[config.mk]
export PLATFORM = sky130hd
export DESIGN_NAME = wb_arbiter
export DESIGN_NICKNAME = d
export VERILOG_FILES = /design/src/rtl/core_pkg.sv /design/src/rtl/wb_fifo.sv /design/src/rtl/wb_arbiter.sv
export SDC_FILE = /design/constraint.sdc
export NUM_CORES = 1
export LEC_CHECK = 0
export ABC_AREA = 1
export BUFFER_PORTS_ARGS = -buffer_cell sky130_fd_sc_hd__buf_4
export CAP_MARGIN = 20
export CORE_MARGIN = 2
export CORE_UTILIZATION = 45
export DETAILED_ROUTE_END_ITERATION = 10
export PLACE_DENSITY_LB_ADDON = 0.15
export SLEW_MARGIN = 20
export SYNTH_ARGS = -nofsm -noshare
export SYNTH_HDL_FRONTEND = slang
export SYNTH_HIERARCHICAL = 1
export SYNTH_SLANG_ARGS = --single-unit
[constraint.sdc]
create_clock -name i_clk -period 3.2 [get_ports i_clk]
set_input_delay 0.16 -clock i_clk [delete_from_list [all_inputs] [get_ports i_clk]]
set_output_delay 0.16 -clock i_clk [all_outputs]
set_load 0.1 [all_outputs]
[src/rtl/core_pkg.sv]
// Shared core constants and the writeback entry type carried through the
// load-result FIFO and the regfile write-port registers.
package core_pkg;

  localparam int XLEN       = 32;
  localparam int NREGS      = 32;
  localparam int REG_ADDR_W = $clog2(NREGS);

  typedef struct packed {
    logic [REG_ADDR_W-1:0] rd;
    logic [XLEN-1:0]       data;
  } wb_entry_t;

endpackage

[src/rtl/wb_fifo.sv]
// Small synchronous FIFO of writeback entries buffering load-unit results
// until the regfile write port is free.
module wb_fifo
  import core_pkg::*;
#(
  parameter int DEPTH = 2,
  localparam int PTR_W = $clog2(DEPTH),
  localparam int CNT_W = PTR_W + 1
) (
  input  logic             i_clk,
  input  logic             i_rst,
  input  logic             i_push,
  input  wb_entry_t        i_data,
  input  logic             i_pop,
  output wb_entry_t        o_data,
  output logic [CNT_W-1:0] o_count,
  output logic             o_full,
  output logic             o_empty
);

  wb_entry_t        entries_q [DEPTH];
  logic [PTR_W-1:0] wrPtr_q, wrPtr_d;
  logic [PTR_W-1:0] rdPtr_q, rdPtr_d;
  logic [CNT_W-1:0] count_q, count_d;

  // DEPTH is a power of two, so the pointers wrap naturally.
  always_comb begin
    wrPtr_d = wrPtr_q;
    rdPtr_d = rdPtr_q;
    count_d = count_q;
    if (i_push) wrPtr_d = wrPtr_q + PTR_W'(1);
    if (i_pop)  rdPtr_d = rdPtr_q + PTR_W'(1);
    case ({i_push, i_pop})
      2'b10:   count_d = count_q + CNT_W'(1);
      2'b01:   count_d = count_q - CNT_W'(1);
      default: count_d = count_q;
    endcase
  end

  always_ff @(posedge i_clk or posedge i_rst) begin
    if (i_rst) begin
      wrPtr_q <= '0;
      rdPtr_q <= '0;
      count_q <= '0;
    end else begin
      wrPtr_q <= wrPtr_d;
      rdPtr_q <= rdPtr_d;
      count_q <= count_d;
    end
  end

  always_ff @(posedge i_clk) begin
    if (i_push) entries_q[wrPtr_q] <= i_data;
  end

  assign o_data  = entries_q[rdPtr_q];
  assign o_count = count_q;
  assign o_full  = (count_q == CNT_W'(DEPTH));
  assign o_empty = (count_q == '0);

endmodule

[src/rtl/wb_arbiter.sv]
// Sole owner of the regfile write port: ALU results win, buffered load
// results drain when the ALU idles, and a pending-load scoreboard stalls issue.
module wb_arbiter #(
  parameter int XLEN       = 32,
  parameter int NREGS      = 32,
  parameter int FIFO_DEPTH = 2,
  localparam int RW        = $clog2(NREGS)
) (
  input  logic             i_clk,
  input  logic             i_rst,
  input  logic             i_alu_valid,
  input  logic [RW-1:0]    i_alu_rd,
  input  logic [XLEN-1:0]  i_alu_data,
  input  logic             i_mem_valid,
  output logic             o_mem_ready,
  input  logic [RW-1:0]    i_mem_rd,
  input  logic [XLEN-1:0]  i_mem_data,
  input  logic             i_issue_valid,
  input  logic             i_issue_long,
  input  logic [RW-1:0]    i_issue_rd,
  input  logic [RW-1:0]    i_rs1,
  input  logic [RW-1:0]    i_rs2,
  output logic             o_stall,
  output logic             o_reg_write,
  output logic [RW-1:0]    o_rd,
  output logic [XLEN-1:0]  o_write_data,
  output logic [NREGS-1:0] o_pending
);

  import core_pkg::*;

  localparam int CNT_W = $clog2(FIFO_DEPTH) + 1;
  localparam logic [CNT_W-1:0] DEPTH_CNT = CNT_W'(FIFO_DEPTH);

  logic             fifoPush, fifoPop, fifoFull, fifoEmpty;
  logic [CNT_W-1:0] fifoCount;
  wb_entry_t        fifoIn, fifoHead;

  logic             regWrite_q, regWrite_d;
  logic [RW-1:0]    rd_q, rd_d;
  logic [XLEN-1:0]  writeData_q, writeData_d;
  logic [NREGS-1:0] pending_q, pending_d;
  logic [NREGS-1:0] setVec, clrVec;
  logic             issueFire;

  assign fifoIn      = '{rd: i_mem_rd, data: i_mem_data};
  assign o_mem_ready = (fifoCount < DEPTH_CNT);
  assign fifoPush    = i_mem_valid && o_mem_ready;

  wb_fifo #(.DEPTH(FIFO_DEPTH)) u_fifo (
    .i_clk  (i_clk),
    .i_rst  (i_rst),
    .i_push (fifoPush),
    .i_data (fifoIn),
    .i_pop  (fifoPop),
    .o_data (fifoHead),
    .o_count(fifoCount),
    .o_full (fifoFull),
    .o_empty(fifoEmpty)
  );

  // Strict priority: ALU first, then FIFO head; writes to x0 are swallowed.
  always_comb begin
    regWrite_d  = 1'b0;
    rd_d        = rd_q;
    writeData_d = writeData_q;
    fifoPop     = 1'b0;
    if (i_alu_valid) begin
      regWrite_d  = (i_alu_rd != '0);
      rd_d        = i_alu_rd;
      writeData_d = i_alu_data;
    end else if (!fifoEmpty) begin
      fifoPop     = 1'b1;
      regWrite_d  = (fifoHead.rd != '0);
      rd_d        = fifoHead.rd;
      writeData_d = fifoHead.data;
    end
  end

  // The FIFO-full term keeps new ALU work out so buffered loads can drain.
  assign o_stall = i_issue_valid &&
                   ((pending_q[i_rs1] && (i_rs1 != '0)) ||
                    (pending_q[i_rs2] && (i_rs2 != '0)) ||
                    (pending_q[i_issue_rd] && (i_issue_rd != '0)) ||
                    fifoFull);

  assign issueFire = i_issue_valid && i_issue_long && !o_stall && (i_issue_rd != '0);

  // A new long issue to a register drained on the same edge keeps it pending.
  always_comb begin
    setVec = '0;
    clrVec = '0;
    if (issueFire) setVec[i_issue_rd] = 1'b1;
    if (fifoPop && (fifoHead.rd != '0)) clrVec[fifoHead.rd] = 1'b1;
    pending_d = (pending_q & ~clrVec) | setVec;
  end

  always_ff @(posedge i_clk or posedge i_rst) begin
    if (i_rst) begin
      regWrite_q  <= 1'b0;
      rd_q        <= '0;
      writeData_q <= '0;
      pending_q   <= '0;
    end else begin
      regWrite_q  <= regWrite_d;
      rd_q        <= rd_d;
      writeData_q <= writeData_d;
      pending_q   <= pending_d;
    end
  end

  assign o_reg_write  = regWrite_q;
  assign o_rd         = rd_q;
  assign o_write_data = writeData_q;
  assign o_pending    = pending_q;

endmodule

==> metrics.md, run 1 <==
| Metric | Value |
|---|---|
| Run status | `finished, final reports clean` |
| Setup Fix Bufs, Post-CTS | `0` |
| Seq/Total Area, Yosys | `0.549` |
| Clock power share | `0.208` |
| Pre-antenna DRT Iters | `5` |
| Final hold vios | `0` |
| Post-synth ARST share | `0.500` |
| ANT nets after route | `0` |
| Final Non-Filler Cells | `1362` |
| Post-synthesis cell type count | `27` |
| Die ar. | `17500 sq um` |
| Pwr/cell area | `953 nW/um^2` |
| CTS sink cnt | `148` |
| First-pass GRT wire length | `35.3 mm` |
| Die X | `132 microns` |
| WL/cell | `16.2 microns` |
| Peak VDD IR | `0.568 mV` |
| Worst Tran Pin Value | `970 ps` |
| Seq pwr share | `0.305` |
| Mapped Area | `7410 sq um` |
| Crit path max fanout | `12` |
| Leading area contributor after synthesis | `edfxtp_1` |
| Critical path buffer and inverter count | `2` |
| Largest family of logic cells by synthesized area | `simple AND/OR/NAND/NOR gates` |
| Initial DRC count | `589` |
| Main flop type after synthesis | `edfxtp_1` |
| Fmax achieved | `0.397 GHz` |
| Simple-gate share of the synthesized area | `0.286` |
| Layout filler cell count | `1399` |
| Vias post-DR | `7001` |
| Placed cells | `1257` |
| Post-route minimum period | `2520 ps` |
| Critical Path RT | `3040 ps` |
| Sw Ratio | `0.510` |
| Cells along the critical path | `nor2_1 -> nor2_1 -> nand2_1 -> nand2_1 -> nand2_1 -> nand2_1 -> inv_1 -> nand2_1 -> nand2_1 -> nand2_1 -> nor2_2 -> a21boi_2 -> buf_4` |
| Initial antenna violation count | `0` |
| Slew headroom | `0.353` |
| Cell Rows | `46` |
| Leak | `4.86 nW` |
| Critical-path top delay cell | `dfrtp_1` |
| Cts hold-fix bufs | `73` |
| Post-Synth XOR/XNOR Area | `0.00354` |
| Commonest non-fill, non-tap cell in the layout | `nand2_1` |
| CP Capture Type | `primary output` |
| Part of the power in combinational logic | `0.486` |
| GRT Util Overall | `0.257` |
| Yosys top cell area share | `0.300` |
| Mapped Avg Cell Area | `8.18 sq um` |
| Multiplexer share of the synthesized area | `0` |
| Number of global-route vias before repair | `6757` |
| Clock transition at path regs | `70 ps` |
| Max Cap Viol | `0` |
| Ant. Diodes | `0` |
| Root buf cell | `clkbuf_16` |
| Most used cell, CP | `nand2_1` |
| Post-Synth Adder-Cell Area | `0.00169` |
| Mapped Nets | `1002` |
| Dpl hpwl | `14.9 mm` |
| IO Port Bufs | `166` |
| Net Switching | `4.91 mW` |
| CP delay by family, top | `simple AND/OR/NAND/NOR gates` |
| Fin crit share | `0.788` |
| Clk buf depth | `2` |
| Max-slew violations | `0` |
| Critical Path AT | `2360 ps` |
| Yosys reg bits | `148` |
| Most frequent cells in the layout | `nand2_1 (344), buf_4 (175), inv_1 (99)` |
| Post-route DRC | `0` |
| H-Tree Depth | `4` |
| CTS tree | `done` |
| Worst-skew pair later-pin latency | `410 ps` |
| Slowest stage delay, CP | `480 ps` |
| Cts bufs inserted | `17` |
| Final weighted congestion in routability-driven placement | `0.921` |
| Hold Path Class | `input pin to register` |
| NumNets Final | `1229` |
| Core box area | `16000 sq um` |
| Initial Util | `0.463` |
| IO Count | `167` |
| Kind of critical path | `register to primary output` |
| Die Y | `132 microns` |
| Internal power | `4.71 mW` |
| Global route total overflow | `0` |
| Synthesis-to-finish area growth | `36.0%` |
| Setup TNS | `0 ps` |
| Final setup viols | `0` |
| Worst setup SP type | `register` |
| RSZ-0062 raised after global routing | `no` |
| Post-CTS sizing | `0` |
| Ys Warns | `6` |
| Layout cell share with drive strength beyond 1 | `0.193` |
| Synthesized instance count | `906` |
| Clk_skew | `9.97 ps` |
| Number of synthesized flops with an enable pin | `74` |
| Drt total wl | `22.1 mm` |
| Pin count of the biggest net entering global routing | `71` |
| Dominant cells by area after synthesis | `edfxtp_1 (30%), dfrtp_1 (25%), nand2_1 (17%), nand3_1 (5.5%), inv_1 (5.1%)` |
| Synth Area in Compound Gates | `0.0714` |
| Vias per Instance | `5.14` |
==> path summary, 6_finish.rpt <==
path	depth (start not counted)	slack [ps]	to	start
max in group asynchronous	4	1970	o_write_data[9]	i_rst
hold reg to reg	2	480	o_write_data[11]	o_write_data[11]
min in group asynchronous	3	200	u_fifo/rdPtr_q	i_rst
setup / recovery	13	680	o_stall	o_pending[18]
setup reg to reg	14	1030	o_pending[5]	o_pending[18]
hold / removal	3	20	o_rd[0]	i_alu_rd[0]
==> logic make-up (layout without fill, tap and decap cells) <==
group           after synthesis  in the layout
compound gates               95             95
simple gates                513            513
flops                       148            148
buf+inv                     146            386
fa+ha+maj                     1              1
xor+xnor                      3              3
==> synthesized netlist by cell type, types with 7 or more instances <==
| cell type | instances |
|---|---|
| o211ai_1 | 7 |
| nand4_1 | 32 |
| inv_1 | 100 |
| clkbuf_1 | 15 |
| o21ai_0 | 52 |
| buf_6 | 10 |
| nor3_1 | 9 |
| o31ai_1 | 10 |
| nand2_1 | 344 |
| edfxtp_1 | 74 |
| o21ai_1 | 17 |
| dfrtp_1 | 74 |
| nor2_1 | 46 |
| nand3_1 | 81 |
| buf_2 | 8 |
==> tightest hold or removal path: stages <==
cell and delay (ps):
buf_4 90, nand2_1 50, o211ai_1 90
==> registers in the layout, summed over array words and instances (netlist names) <==
| name | count |
|---|---|
| o_pending | 32 |
| o_rd | 5 |
| o_reg_write | 1 |
| o_write_data | 32 |
| u_fifo/entries_q | 74 |
| u_fifo/o_count | 2 |
| u_fifo/rdPtr_q | 1 |
| u_fifo/wrPtr_q | 1 |
==> power by group through the flow <==
stage / combinational [mW] / sequential [mW] / clock (mW)
6_report: 4.68 / 2.94 / 2.00
5_1_grt: 4.94 / 2.99 / 2.12
4_1_cts: 4.67 / 2.93 / 2.04
3_5_place_dp: 4.60 / 2.96 / 0
3_3_place_gp: 4.57 / 2.95 / 0
2_1_floorplan: 1.44 / 4.98 / 0
==> metal layers <==
| metal | up-vias | share of wire | track usage |
|---|---|---|---|
| met1 | 3274 | 0.42 | 0.326 |
| li1 | 3403 | - | - |
| met2 | 284 | 0.49 | 0.426 |
| met4 | 0 | 0.025 | 0.102 |
| met3 | 40 | 0.072 | 0.0592 |
| met5 | - | 0 | 0 |
==> per-stage QoR <==
step	setup WS [ps]	instance area [sq um]	utilization	total power, mW	hold WS (ps)
after floorplan	491	7420	-	6.43	-73.9
after global placement	1030	8760	0.548	7.52	76.5
after detailed placement	1040	8760	0.548	7.56	73.3
after CTS	690	10100	0.630	9.64	1.08
after global routing	474	10100	0.630	10.1	20.1
final	679	10100	0.630	9.62	19.3
==> cell type report <==
class	count	area, sq um	share of cell area
multi-input combinational	612	2710	0.268
inverter	106	398	0.0394
tap	216	270	0.0268
timing repair buffer	248	2040	0.203
clock buffer	17	425	0.0422
sequential	148	4080	0.404
clock inverter	15	169	0.0167
Power figures use the tool's default switching activity.
==> run 2, diff against run 1 <==
- clock period: 3.2 -> 2.46 ns (I/O delays scaled with it)
==> metrics.md, run 2 (synthesis gave the netlist of run 1 again) <==
| Metric | Value |
|---|---|
| Initial Util | `0.463 (unchanged)` |
| Die ar. | `17500 sq um (unchanged)` |
| CP delay by family, top | `simple AND/OR/NAND/NOR gates (unchanged)` |
| Crit path max fanout | `7 (was 12)` |
| Hold Path Class | `input pin to register (unchanged)` |
| CP Capture Type | `primary output (unchanged)` |
| Number of global-route vias before repair | `7002 (was 6757)` |
| Fmax achieved | `0.438 GHz` |
| Final Power | `12.5 mW (was 9.62 mW)` |
| Clk_skew | `8.14 ps (was 9.97 ps)` |
| Cells along the critical path | `nand2_1 -> nand2_1 -> nand2_1 -> nand2_1 -> nand2_1 -> nand2_1 -> nor2_1 -> nand2_1 -> a21oi_4 -> a21boi_4 -> buf_4 (was nor2_1 -> nor2_1 -> nand2_1 -> nand2_1 -> nand2_1 -> nand2_1 -> inv_1 -> nand2_1 -> nand2_1 -> nand2_1 -> nor2_2 -> a21boi_2 -> buf_4)` |
| Die X | `132 microns (unchanged)` |
| Post-route minimum period | `2280 ps` |
| Run status | `finished, final reports clean (unchanged)` |
| RSZ-0062 raised after global routing | `no (unchanged)` |
| Most used cell, CP | `nand2_1 (unchanged)` |
| Worst-skew pair later-pin latency | `420 ps (was 410 ps)` |
| Layout cell share with drive strength beyond 1 | `0.190 (was 0.193)` |
| Vias per Instance | `5.15 (was 5.14)` |
| Setup TNS | `0 ps (unchanged)` |
| Most frequent cells in the layout | `nand2_1 (344), buf_4 (176), inv_1 (99) (was nand2_1 (344), buf_4 (175), inv_1 (99))` |
| Pre-antenna DRT Iters | `5 (unchanged)` |
| Critical-path top delay cell | `dfrtp_1 (unchanged)` |
| Pre-CTS setup slack | `431 ps (was 1040 ps)` |
| Die Y | `132 microns (unchanged)` |
| Post-route DRC | `0 (unchanged)` |
| Kind of critical path | `register to primary output (unchanged)` |
| Slowest stage delay, CP | `490 ps (was 480 ps)` |
| First-pass GRT wire length | `35.3 mm (about the same)` |
| Root buf cell | `clkbuf_16 (unchanged)` |
| CTS sink cnt | `148 (unchanged)` |
| Critical Path RT | `2340 ps (was 3040 ps)` |
| Layout filler cell count | `1343 (was 1399)` |
| Final weighted congestion in routability-driven placement | `0.968 (was 0.921)` |
| Hold Startpoint | `i_mem_valid (was i_alu_rd[0])` |
| Cell Rows | `46 (unchanged)` |
| IO Count | `167 (unchanged)` |
| Slew headroom | `0.523 (was 0.353)` |
| Reg2Reg Launch Point | `u_fifo/rdPtr_q (was o_pending[18])` |
| Hold Slack | `84.9 ps (was 19.3 ps)` |
| Worst Tran Pin Value | `708 ps (was 970 ps)` |
| Max Cap Viol | `0 (unchanged)` |
| Max FFs per register | `74 (unchanged)` |
| Core box area | `16000 sq um (unchanged)` |
| H-Tree Depth | `4 (unchanged)` |
| NumNets Final | `1235 (was 1229)` |
| Peak VDD IR | `0.789 mV (was 0.568 mV)` |
| CTS tree | `done (unchanged)` |
| Worst setup SP type | `register (unchanged)` |
| Commonest non-fill, non-tap cell in the layout | `nand2_1 (unchanged)` |
| GRT Util Overall | `0.252 (was 0.257)` |
| ANT nets after route | `0 (unchanged)` |
| Critical Path AT | `2160 ps (was 2360 ps)` |
| Dpl hpwl | `14.5 mm (was 14.9 mm)` |
| Pwr/cell area | `1230 nW/um^2 (was 953 nW/um^2)` |
| Pin count of the biggest net entering global routing | `66 (was 71)` |
| Initial antenna violation count | `0 (unchanged)` |
| WL/cell | `15.9 microns (was 16.2 microns)` |
| Ant. Diodes | `0 (unchanged)` |
| Critical path buffer and inverter count | `1 (was 2)` |
| Leak | `4.90 nW (was 4.86 nW)` |
| Synthesis-to-finish area growth | `37.2% (was 36.0%)` |
| Crit path launch | `o_pending[28] (was o_pending[18])` |
| Max-slew violations | `0 (unchanged)` |
| Worst setup margin | `175 ps (was 679 ps)` |
| Initial DRC count | `594 (was 589)` |
| Final hold vios | `0 (unchanged)` |
| Global route total overflow | `0 (unchanged)` |
| Final setup viols | `0 (unchanged)` |
| Vias post-DR | `7039 (was 7001)` |
| Biggest register | `u_fifo/entries_q (unchanged)` |
| IO Port Bufs | `166 (unchanged)` |
| Setup Fix Bufs, Post-CTS | `0 (unchanged)` |
| Fin crit share | `0.929` |
| Clk buf depth | `2 (unchanged)` |
| Cts bufs inserted | `17 (unchanged)` |
| Drt total wl | `21.7 mm (was 22.1 mm)` |
| Clock transition at path regs | `60 ps (was 70 ps)` |
-- run 2: power by group --
part	switching [mW]	internal [mW]
combinational	4.78	1.32
sequential	0.519	3.31
clock	1.00	1.62
total	6.30	6.25
-- run 2: path summary, 6_finish.rpt --
| check | endpoint | slack, ps | cells past startpoint |
|---|---|---|---|
| worst max-delay path | o_stall | 180 | 11 |
| worst min-delay path | u_fifo/wrPtr_q | 80 | 4 |
| worst max register to register | o_reg_write | 180 | 6 |
| worst min register to register | o_pending[0] | 470 | 0 |
| max in group asynchronous | o_write_data[9] | 1500 | 4 |
| min in group asynchronous | u_fifo/o_count[1] | 150 | 3 |
-- run 2: metal layers --
layer	GRT usage	routed length (microns)	share of wire	up-vias
met5	0	0	0	-
met4	0.0663	227	0.010	0
met3	0.0673	1760	0.081	21
met2	0.423	10600	0.49	303
met1	0.326	9190	0.42	3290
li1	-	-	-	3425
-- run 2: metrics by stage --
step	std cells	instance area, sq um	utilization
2_1_floorplan	906	7430	-
3_3_place_gp	1259	8800	0.550
3_5_place_dp	1259	8800	0.550
4_1_cts	1368	10200	0.635
5_1_grt	1368	10200	0.636
6_report	1368	10200	0.636
-- run 2: repair_timing --
action	CTS	global route
endpoints found under the setup margin	0	1
resized for setup	0	2
hold buffers	77	0
endpoints found under the hold margin	135	0
-- run 2: layout make-up --
cell class / count / area, sq um / area share
well taps: 216 / 270 / 0.0266
repair buffers: 254 / 2110 / 0.208
clock buffers: 19 / 443 / 0.0435
inverters: 106 / 398 / 0.0391
clock inverters: 13 / 151 / 0.0149
flip-flops and latches: 148 / 4080 / 0.401
multi-input cells: 612 / 2730 / 0.268
-- run 2: worst register-to-register path, stage by stage (launching register included) --
cell and delay (ps):
dfrtp_2 470, o21ai_0 600, nor3_1 130, nand2_1 90, nand2_1 210, nand3_1 170, dlygate4sd3_1 560
==> run 3, diff against run 2 <==
- BUFFER_PORTS_ARGS: -buffer_cell sky130_fd_sc_hd__buf_4 -> unset
- DONT_BUFFER_PORTS: unset -> 1
==> metrics.md, run 3 (synthesis gave the netlist of run 1 again) <==
| Metric | Value |
|---|---|
| Critical Path AT | `2140 ps (was 2160 ps)` |
| H-Tree Depth | `4 (unchanged)` |
| ANT nets after route | `0 (unchanged)` |
| CTS tree | `done (unchanged)` |
| Drt total wl | `21.1 mm (was 21.7 mm)` |
| Worst Tran Pin Value | `971 ps (was 708 ps)` |
| Post-route minimum period | `2260 ps (was 2280 ps)` |
| Layout filler cell count | `1448 (was 1343)` |
| Fmax achieved | `0.442 GHz (was 0.438 GHz)` |
| Initial Util | `0.463 (unchanged)` |
| GRT Util Overall | `0.249 (was 0.252)` |
| Critical Path RT | `2340 ps (about the same)` |
| Pwr/cell area | `1280 nW/um^2 (was 1230 nW/um^2)` |
| Final setup viols | `0 (unchanged)` |
| Vias post-DR | `6685 (was 7039)` |
| Root buf cell | `clkbuf_16 (unchanged)` |
| Setup TNS | `0 ps (unchanged)` |
| Setup Fix Bufs, Post-CTS | `0 (unchanged)` |
| Die Y | `132 microns (unchanged)` |
| Clk buf depth | `2 (unchanged)` |
| Pin count of the biggest net entering global routing | `65 (was 66)` |
| Die X | `132 microns (unchanged)` |
| Post-route DRC | `0 (unchanged)` |
| Dpl hpwl | `13.9 mm (was 14.5 mm)` |
| Initial DRC count | `399 (was 594)` |
| CP Capture Type | `primary output (unchanged)` |
| Global route total overflow | `0 (unchanged)` |
| Initial antenna violation count | `0 (unchanged)` |
| Fin crit share | `0.920 (was 0.929)` |
| RSZ-0062 raised after global routing | `no (unchanged)` |
| WL/cell | `16.5 microns (was 15.9 microns)` |
| Clock transition at path regs | `60 ps (about the same)` |
| First-pass GRT wire length | `34.2 mm (was 35.3 mm)` |
| Ant. Diodes | `0 (unchanged)` |
| Core box area | `16000 sq um (unchanged)` |
| Crit path max fanout | `32 (was 7)` |
| Max FFs per register | `74 (unchanged)` |
| Die ar. | `17500 sq um (unchanged)` |
| Pre-antenna DRT Iters | `5 (unchanged)` |
| Commonest non-fill, non-tap cell in the layout | `nand2_1 (unchanged)` |
| Synthesis-to-finish area growth | `29.8% (was 37.2%)` |
| CTS sink cnt | `148 (unchanged)` |
| Peak VDD IR | `0.776 mV (was 0.789 mV)` |
| Clk_skew | `12.8 ps (was 8.14 ps)` |
| Final weighted congestion in routability-driven placement | `0.879 (was 0.968)` |
| Most frequent cells in the layout | `nand2_1 (344), inv_1 (99), dlygate4sd3_1 (90) (was nand2_1 (344), buf_4 (176), inv_1 (99))` |
| Slew headroom | `0.352 (was 0.523)` |
| Number of global-route vias before repair | `6472 (was 7002)` |
| Layout cell share with drive strength beyond 1 | `0.117 (was 0.190)` |
| Final hold vios | `0 (unchanged)` |
| Max-slew violations | `0 (unchanged)` |
| Max Cap Viol | `0 (unchanged)` |
| Cell Rows | `46 (unchanged)` |
| IO Port Bufs | `0 (was 166)` |
| Worst setup SP type | `register (unchanged)` |
| Kind of critical path | `register to primary output (unchanged)` |
| Cts bufs inserted | `17 (unchanged)` |
| Hold Slack | `20.8 ps (was 84.9 ps)` |
| Hold Path Class | `input pin to register (unchanged)` |
| Leak | `4.48 nW (was 4.90 nW)` |
| NumNets Final | `1151 (was 1235)` |
| Run status | `finished, final reports clean (unchanged)` |
| IO Count | `167 (unchanged)` |
| Biggest register | `u_fifo/entries_q (unchanged)` |
| Worst-skew pair later-pin latency | `430 ps (was 420 ps)` |
| Vias per Instance | `5.21 (was 5.15)` |
-- run 3: cell types whose count changed in the layout (fill, tap and decap cells not counted), moves of 2 or more --
cell / change
inv_8: +4
buf_4: -102
clkinv_4: +4
dlygate4sd3_1: +13
buf_12: +4
clkinv_1: -2
bufinv_16: -2
clkinv_2: -2
-- run 3: routing by layer --
layer  vias to the layer above  GRT usage  share of wire
met5                         -          0              0
met4                         0     0.0848          0.015
met3                        27     0.0627          0.089
met2                       276      0.396           0.47
met1                      3132      0.334           0.43
li1                       3250          -              -
-- run 3: power breakdown --
part	total [mW]	switching, mW	internal [mW]
registers	3.74	0.435	3.31
logic	6.04	4.77	1.27
clock network	2.56	1.12	1.44
total	12.3	6.33	6.02
-- run 3: worst max-delay path, stage by stage, from the launching register on --
cell	delay, ps
dfrtp_1	420
inv_1	90
nand2_1	50
nand3_1	80
nand2_1	70
nand2_1	60
nand2_1	50
inv_1	60
nand2_1	50
nand2_1	50
nand2_1	60
nor2_2	140
buf_6	270
a21boi_4	90
buf_12	170
-- run 3: final timing paths --
check / startpoint / to / slack, ps / cells past startpoint
hold / removal: i_alu_valid / o_write_data[30] / 20 / 3
max in group asynchronous: i_rst / o_write_data[4] / 1510 / 3
hold reg to reg: o_pending[0] / o_pending[0] / 460 / 0
setup reg to reg: u_fifo/rdPtr_q / o_reg_write / 290 / 7
setup / recovery: o_pending[2] / o_stall / 200 / 14
min in group asynchronous: i_rst / u_fifo/o_count[1] / 70 / 2
-- run 3: metrics by stage --
| stage | power, mW | util | std cells | worst slack [ps] | area (sq um) |
|---|---|---|---|---|---|
| after global placement | 9.61 | 0.507 | 1161 | 598 | 8110 |
| after CTS | 12.4 | 0.601 | 1284 | 149 | 9620 |
| final | 12.3 | 0.602 | 1284 | 198 | 9630 |
| after detailed placement | 9.66 | 0.507 | 1161 | 590 | 8110 |
| after floorplan | 8.37 | - | 906 | 94.9 | 7430 |
| after global routing | 12.9 | 0.602 | 1284 | 13.1 | 9630 |
-- run 3: layout make-up --
class	count	area, sq um	share of cell area
Clock buffer	17	425	0.0442
Clock inverter	15	165	0.0172
Inverter	106	399	0.0415
Multi-Input combinational cell	612	2720	0.283
Sequential cell	148	4080	0.423
Tap cell	216	270	0.0281
Timing Repair Buffer	170	1570	0.163
-- run 3: what timing repair did --
item                                    CTS  global route
resized for setup                         0             1
hold buffers                             91             0
endpoints found under the setup margin    0             1
hold endpoints to repair                158             0
